<file path="src/rtl/mu0_phase_sequencer_pkg.sv">
// Shared encodings for the MU0 phase sequencer: FSM states, opcode constants, phase strobe bundle.
package mu0_phase_sequencer_pkg;

  localparam int unsigned STATE_W = 3;
  localparam int unsigned OP_W    = 4;

  localparam logic [STATE_W-1:0] ST_PAUSE = 3'd0;
  localparam logic [STATE_W-1:0] ST_FETCH = 3'd1;
  localparam logic [STATE_W-1:0] ST_EXEC1 = 3'd2;
  localparam logic [STATE_W-1:0] ST_EXEC2 = 3'd3;
  localparam logic [STATE_W-1:0] ST_HALT  = 3'd4;

  localparam logic [OP_W-1:0] OP_LDA = 4'h0;
  localparam logic [OP_W-1:0] OP_STA = 4'h1;
  localparam logic [OP_W-1:0] OP_ADD = 4'h2;
  localparam logic [OP_W-1:0] OP_SUB = 4'h3;
  localparam logic [OP_W-1:0] OP_JMP = 4'h4;
  localparam logic [OP_W-1:0] OP_JGE = 4'h5;
  localparam logic [OP_W-1:0] OP_JNE = 4'h6;
  localparam logic [OP_W-1:0] OP_STP = 4'h7;
  localparam logic [OP_W-1:0] OP_AND = 4'h8;
  localparam logic [OP_W-1:0] OP_LSL = 4'h9;
  localparam logic [OP_W-1:0] OP_LSR = 4'hA;
  localparam logic [OP_W-1:0] OP_ILLEGAL_MIN = 4'hB;

  typedef struct packed {
    logic fetch;
    logic exec1;
    logic exec2;
  } phase_t;

  // Opcodes above the defined set halt the core with ILLEGAL raised.
  function automatic logic is_illegal(input logic [OP_W-1:0] op);
    return op >= OP_ILLEGAL_MIN;
  endfunction

endpackage

</file>
<file path="src/rtl/mu0_event_counter.sv">
// Wrapping event counter with synchronous clear; used for retired-instruction and active-cycle counts.
module mu0_event_counter #(
  parameter int unsigned CNT_W = 16
) (
  input  logic             clk_i,
  input  logic             clr_i,
  input  logic             inc_i,
  output logic [CNT_W-1:0] count_o
);

  logic [CNT_W-1:0] count_q;

  always_ff @(posedge clk_i) begin
    if (clr_i) begin
      count_q <= '0;
    end else if (inc_i) begin
      count_q <= count_q + CNT_W'(1);
    end
  end

  assign count_o = count_q;

endmodule

</file>
<file path="src/rtl/mu0_phase_sequencer.sv">
// MU0 phase sequencer: one-hot FETCH/EXEC1/EXEC2 strobes with run/pause, single-step and halt control.
module mu0_phase_sequencer
  import mu0_phase_sequencer_pkg::*;
#(
  parameter int unsigned CNT_W = 16
) (
  input  logic             clk_i,
  input  logic             reset_i,
  input  logic             run_i,
  input  logic             step_req_i,
  input  logic             restart_i,
  input  logic [OP_W-1:0]  op_i,
  input  logic             extra_i,
  output logic             fetch_o,
  output logic             exec1_o,
  output logic             exec2_o,
  output logic             step_ack_o,
  output logic             halted_o,
  output logic             illegal_o,
  output logic [CNT_W-1:0] instr_cnt_o,
  output logic [CNT_W-1:0] cycle_cnt_o
);

  logic [STATE_W-1:0] state_q, state_d;
  phase_t             phase_q, phase_d;
  logic               step_pending_q, step_pending_d;
  logic               step_ack_q, step_ack_d;
  logic               halted_q, halted_d;
  logic               illegal_q, illegal_d;
  logic               boundary_c;
  logic               instr_inc_c;
  logic               cycle_inc_c;

  // Next-state, step bookkeeping and flag updates.
  always_comb begin
    state_d        = state_q;
    step_pending_d = step_pending_q;
    illegal_d      = illegal_q;
    step_ack_d     = 1'b0;
    boundary_c     = 1'b0;
    instr_inc_c    = 1'b0;

    case (state_q)
      ST_PAUSE: begin
        if (run_i) begin
          state_d = ST_FETCH;
        end else if (step_req_i) begin
          state_d        = ST_FETCH;
          step_pending_d = 1'b1;
        end
      end
      ST_FETCH: state_d = ST_EXEC1;
      ST_EXEC1: begin
        if (op_i == OP_STP) begin
          state_d        = ST_HALT;
          instr_inc_c    = 1'b1;
          step_pending_d = 1'b0;
        end else if (is_illegal(op_i)) begin
          state_d        = ST_HALT;
          illegal_d      = 1'b1;
          step_pending_d = 1'b0;
        end else if (extra_i) begin
          state_d = ST_EXEC2;
        end else begin
          boundary_c = 1'b1;
        end
      end
      ST_EXEC2: boundary_c = 1'b1;
      ST_HALT: begin
        if (restart_i) begin
          state_d        = ST_PAUSE;
          illegal_d      = 1'b0;
          step_pending_d = 1'b0;
        end
      end
      default: state_d = ST_PAUSE;
    endcase

    // A pending step wins over RUN so the stepped instruction is always acknowledged.
    if (boundary_c) begin
      instr_inc_c = 1'b1;
      if (step_pending_q) begin
        state_d        = ST_PAUSE;
        step_ack_d     = 1'b1;
        step_pending_d = 1'b0;
      end else if (run_i) begin
        state_d = ST_FETCH;
      end else begin
        state_d = ST_PAUSE;
      end
    end

    phase_d.fetch = (state_d == ST_FETCH);
    phase_d.exec1 = (state_d == ST_EXEC1);
    phase_d.exec2 = (state_d == ST_EXEC2);
    halted_d      = (state_d == ST_HALT);
  end

  assign cycle_inc_c = (state_q == ST_FETCH) || (state_q == ST_EXEC1) || (state_q == ST_EXEC2);

  always_ff @(posedge clk_i) begin
    if (reset_i) begin
      state_q        <= ST_PAUSE;
      phase_q        <= '0;
      step_pending_q <= 1'b0;
      step_ack_q     <= 1'b0;
      halted_q       <= 1'b0;
      illegal_q      <= 1'b0;
    end else begin
      state_q        <= state_d;
      phase_q        <= phase_d;
      step_pending_q <= step_pending_d;
      step_ack_q     <= step_ack_d;
      halted_q       <= halted_d;
      illegal_q      <= illegal_d;
    end
  end

  mu0_event_counter #(.CNT_W(CNT_W)) u_instr_cnt (
    .clk_i   (clk_i),
    .clr_i   (reset_i),
    .inc_i   (instr_inc_c),
    .count_o (instr_cnt_o)
  );

  mu0_event_counter #(.CNT_W(CNT_W)) u_cycle_cnt (
    .clk_i   (clk_i),
    .clr_i   (reset_i),
    .inc_i   (cycle_inc_c),
    .count_o (cycle_cnt_o)
  );

  assign fetch_o    = phase_q.fetch;
  assign exec1_o    = phase_q.exec1;
  assign exec2_o    = phase_q.exec2;
  assign step_ack_o = step_ack_q;
  assign halted_o   = halted_q;
  assign illegal_o  = illegal_q;

endmodule
</file>
<file path="config.mk">
export PLATFORM = sky130hd
export DESIGN_NAME = mu0_phase_sequencer
export DESIGN_NICKNAME = d
export VERILOG_FILES = /design/src/rtl/mu0_phase_sequencer_pkg.sv /design/src/rtl/mu0_event_counter.sv /design/src/rtl/mu0_phase_sequencer.sv
export SDC_FILE = /design/constraint.sdc
export NUM_CORES = 1
export LEC_CHECK = 0
export CAP_MARGIN = 15
export CORE_UTILIZATION = 45
export DETAILED_ROUTE_END_ITERATION = 10
export PLACE_DENSITY = 0.74
export SLEW_MARGIN = 0
export SYNTH_ARGS = -nofsm -noshare
export SYNTH_HDL_FRONTEND = slang
export SYNTH_SLANG_ARGS = --single-unit
</file>
<file path="constraint.sdc">
create_clock -name clk_i -period 2.3 [get_ports clk_i]
set_input_delay 0.69 -clock clk_i [delete_from_list [all_inputs] [get_ports clk_i]]
set_output_delay 0.69 -clock clk_i [all_outputs]
set_load 0.01 [all_outputs]
</file>
==> impl_metrics.xml <==
<?xml version="1.0" encoding="UTF-8"?>
<metrics>
  <group name="drt">
    <metric name="avgRoutedWirePerCell" unit="um">13.3</metric>
    <metric name="drtAntennaViolNets" unit="">0</metric>
    <metric name="detailroute.via_count" unit="">1897</metric>
    <metric name="drt_initial_violations" unit="">111</metric>
    <metric name="wl" unit="mm">4.40</metric>
    <metric name="post-route-drc-count" unit="">0</metric>
    <metric name="dr.pass1.iters" unit="">4</metric>
    <metric name="viasPerCell" unit="">5.75</metric>
  </group>
  <group name="setup_path">
    <metric name="critPathBufInv" unit="">3</metric>
    <metric name="crit_path_end_kind" unit="">flip-flop</metric>
    <metric name="worst_ep_required_time" unit="ns">2.53</metric>
    <metric name="timing.critical_path.cells" unit="">clkdlybuf4s50_1, a211oi_2, buf_4, o41ai_4, buf_12, or4_1, a21oi_1</metric>
    <metric name="critical-path-slowest-cell" unit="">or4_1</metric>
    <metric name="cp-startpoint" unit="">op_i[1]</metric>
    <metric name="crit_family" unit="">buffers and inverters</metric>
    <metric name="startpoint_type" unit="">input port</metric>
    <metric name="critical_path.max_stage_delay" unit="ns">0.49</metric>
    <metric name="maximum_fanout_encountered_on_the_critical_timing_path" unit="">21</metric>
    <metric name="worst_setup_path_class" unit="">in -&gt; reg</metric>
    <metric name="worst-endpoint-arrival" unit="ns">2.43</metric>
    <metric name="launch_point_of_the_worst_reg_to_reg_path" unit="">state_q[0]</metric>
  </group>
  <group name="logic_synthesis">
    <metric name="asyncSetResetFlopFracSynth" unit="%">0</metric>
    <metric name="netlist_instances" unit="">226</metric>
    <metric name="post_synth_main_area_contributors" unit="">dfxtp_1 (42%), a21oi_1 (5.8%), nor2_1 (4.2%)</metric>
    <metric name="syn_area_cell" unit="um2">8.79</metric>
    <metric name="postSynth.topFlopCell" unit="">dfxtp_1</metric>
    <metric name="sequential_share_of_the_synthesized_area" unit="%">42.3</metric>
    <metric name="synth_enable_flop_cells" unit="">0</metric>
    <metric name="area_share_of_the_largest_cell_type_after_synthesis" unit="%">42.3</metric>
    <metric name="ys.warnings.count" unit="">0</metric>
    <metric name="synth.cell_area" unit="um2">1990</metric>
    <metric name="synth_cell_types" unit="">46</metric>
    <metric name="ys_seq_elements" unit="">42</metric>
    <metric name="synthesis.nets" unit="">238</metric>
    <metric name="synth_top_cell_by_area" unit="">dfxtp_1</metric>
  </group>
  <group name="job">
    <metric name="drv.max_cap_violation_count" unit="">0</metric>
  </group>
  <group name="clock_network">
    <metric name="numCtsBuffers" unit="">5</metric>
    <metric name="cts-htree-levels" unit="">2</metric>
    <metric name="clock_tree.buffer_depth" unit="">2</metric>
    <metric name="cts.sink_count" unit="">42</metric>
    <metric name="clock_tree.root_cell" unit="">clkbuf_8</metric>
    <metric name="worstSkewPairLatency" unit="ns">0.30</metric>
    <metric name="cts_tree" unit="">yes</metric>
    <metric name="clkSlewWorstSetupHoldPaths" unit="ns">0.08</metric>
  </group>
  <group name="timing">
    <metric name="final_max_slew_viol_count" unit="">0</metric>
    <metric name="timing.clock.skew" unit="ns">0.00700</metric>
    <metric name="timing.final.crit_share" unit="%">95.8</metric>
    <metric name="finalWorstPathRequiredPeriod" unit="ns">2.20</metric>
    <metric name="timing_worst_slew_pin_value" unit="ns">0.450</metric>
    <metric name="number_of_failing_hold_endpoints_at_the_final_stage" unit="">0</metric>
    <metric name="maxClockFrequency" unit="GHz">0.454</metric>
    <metric name="timing.slew.headroom" unit="%">69.9</metric>
    <metric name="final_setup_violation_count" unit="">0</metric>
  </group>
  <group name="worst_hold_path">
    <metric name="timing.hold.worst.class" unit="">reg -&gt; reg</metric>
    <metric name="hold_path.startpoint" unit="">illegal_o</metric>
  </group>
  <group name="global_route">
    <metric name="wire_length_of_the_first_global_routing_pass" unit="mm">6.74</metric>
    <metric name="grt-ovfl-total" unit="">0</metric>
    <metric name="largest_net_degree_at_the_start_of_global_routing" unit="">22</metric>
    <metric name="vias_in_the_first_global_route" unit="">1530</metric>
    <metric name="grtUsageTotal" unit="%">19.5</metric>
    <metric name="grt_antenna_before_repair" unit="">0</metric>
  </group>
  <group name="die">
    <metric name="die_area" unit="um2">4680</metric>
    <metric name="chipWidth" unit="um">68.4</metric>
    <metric name="floorplan.die.height" unit="um">68.4</metric>
    <metric name="initial_utilization" unit="%">48.3</metric>
    <metric name="design.portCount" unit="">48</metric>
    <metric name="placeableCoreArea" unit="um2">4120</metric>
    <metric name="num_rows" unit="">23</metric>
  </group>
  <group name="power">
    <metric name="report.power.total" unit="W">0.00158</metric>
    <metric name="static-leakage-power" unit="nW">0.917</metric>
    <metric name="power_per_standard_cell_area" unit="nW/um2">588</metric>
    <metric name="worst_ir_drop_vdd" unit="uV">255</metric>
  </group>
  <group name="cells_and_area">
    <metric name="layout.cells.most_common_list" unit="">clkdlybuf4s50_1 (47), dfxtp_1 (42), a21oi_1 (23)</metric>
    <metric name="area_growth" unit="%">35.5</metric>
    <metric name="instances_no_fill" unit="">330</metric>
    <metric name="fraction_of_layout_cells_with_a_size_suffix_above_1" unit="%">8.57</metric>
    <metric name="layout_commonest_cell" unit="">clkdlybuf4s50_1</metric>
    <metric name="fillerInstances" unit="">352</metric>
    <metric name="finalNetCount" unit="">292</metric>
    <metric name="finalInstanceArea" unit="um2">2690</metric>
    <metric name="antenna_cells" unit="">0</metric>
  </group>
  <group name="placed_design">
    <metric name="portBuffers" unit="">47</metric>
    <metric name="number_of_cells_after_detailed_placement" unit="">323</metric>
    <metric name="gp_congestion" unit="">0.815</metric>
    <metric name="place_area" unit="um2">2570</metric>
    <metric name="dp_hpwl" unit="mm">2.99</metric>
  </group>
  <group name="status">
    <metric name="run_status" unit="">finished, final reports clean</metric>
  </group>
</metrics>
## logic make-up after synthesis
group,Yosys count,synth area share (%)
AND/OR/NAND/NOR,93,26.4
AO/OA/AOI/OAI,58,19.2
flip-flops,42,42.3
buffers and inverters,18,4.98
XOR/XNOR,11,4.85
multiplexers,2,1.01
adder cells (fa/ha/maj),2,1.26
## cell usage after synthesis, types with 2 or more instances
| cell type | number |
|---|---|
| a211oi_1 | 2 |
| a21oi_1 | 23 |
| a22oi_1 | 2 |
| and2_1 | 2 |
| and3_1 | 2 |
| and4_1 | 4 |
| buf_2 | 4 |
| buf_4 | 2 |
| clkbuf_1 | 5 |
| dfxtp_1 | 42 |
| ha_1 | 2 |
| inv_1 | 5 |
| mux2i_1 | 2 |
| nand2_1 | 11 |
| nand2b_1 | 2 |
| nand3_1 | 8 |
| nand4_1 | 10 |
| nor2_1 | 22 |
| nor2b_1 | 2 |
| nor3_1 | 4 |
| o211ai_1 | 2 |
| o21ai_0 | 3 |
| o21ai_1 | 5 |
| o31a_1 | 2 |
| o31ai_1 | 11 |
| or3_1 | 8 |
| or4_1 | 11 |
| xnor2_1 | 2 |
| xor2_1 | 9 |
## worst register-to-register path: stages, from the launching register on
cell and delay, ns:
dfxtp_1 0.60, o21ba_2 0.24, nand3_1 0.21, or4_1 0.53
a21oi_1 0.14
## power breakdown
part | total [W] | internal [W] | switching [W]
registers | 0.000776 | 0.000749 | 0.0000272
clock network | 0.000594 | 0.000347 | 0.000246
logic | 0.000212 | 0.000112 | 0.000100
## per-stage QoR
stage | hold WS, ns | setup WS, ns | utilization [%] | TNS (ns)
floorplan | 0.496 | 0.406 | - | 0
detailed placement | 0.474 | -0.226 | 62.5 | -3.08
CTS | 0.482 | 0.0682 | 65.2 | 0
finish | 0.477 | 0.0977 | 65.4 | 0
global placement | 0.468 | -0.207 | 62.5 | -2.84
global route | 0.513 | -0.00499 | 65.4 | -0.00499
## sequential cells by signal (all words and copies together), names as in the netlist
register,flops
illegal_o,1
step_pending_q,1
exec1_o,1
exec2_o,1
u_cycle_cnt.count_o,16
state_q,3
fetch_o,1
halted_o,1
step_ack_o,1
u_instr_cnt.count_o,16
## timing repair
item | 4_1_cts | 5_1_grt
endpoints found under the setup margin | 0 | 4
gates resized for setup | 0 | 1
setup buffers | 0 | 0
endpoints found under the hold margin | 0 | 0
hold buffers | 0 | 0
## routing by layer
metal	global-route usage [%]	vias up	routed length, um	part of all wire, %
li1	-	953	-	-
met1	25.1	891	2150	49
met2	29.8	45	1940	44
met3	5.67	8	228	5.2
met4	8.85	0	75	1.7
met5	0	-	0	0
## layout make-up
cell class                      instances  area (um2)  share of cell area [%]
Inverter                                5        18.8                   0.698
Sequential cell                        42         841                    31.3
Clock inverter                          1        30.0                    1.12
Clock buffer                            6        82.6                    3.07
Timing Repair Buffer                   60         593                    22.0
Multi-Input combinational cell        166        1060                    39.5
Tap cell                               50        62.6                    2.33
## path summary, 6_finish.rpt
| path | to | cells past startpoint | slack (ns) |
|---|---|---|---|
| setup / recovery | u_instr_cnt.count_o[10] | 7 | 0.1 |
| hold / removal | illegal_o | 2 | 0.48 |
| setup reg to reg | u_cycle_cnt.count_o[15] | 4 | 0.53 |
| hold reg to reg | illegal_o | 2 | 0.48 |
(Power assumes the default switching activity.)
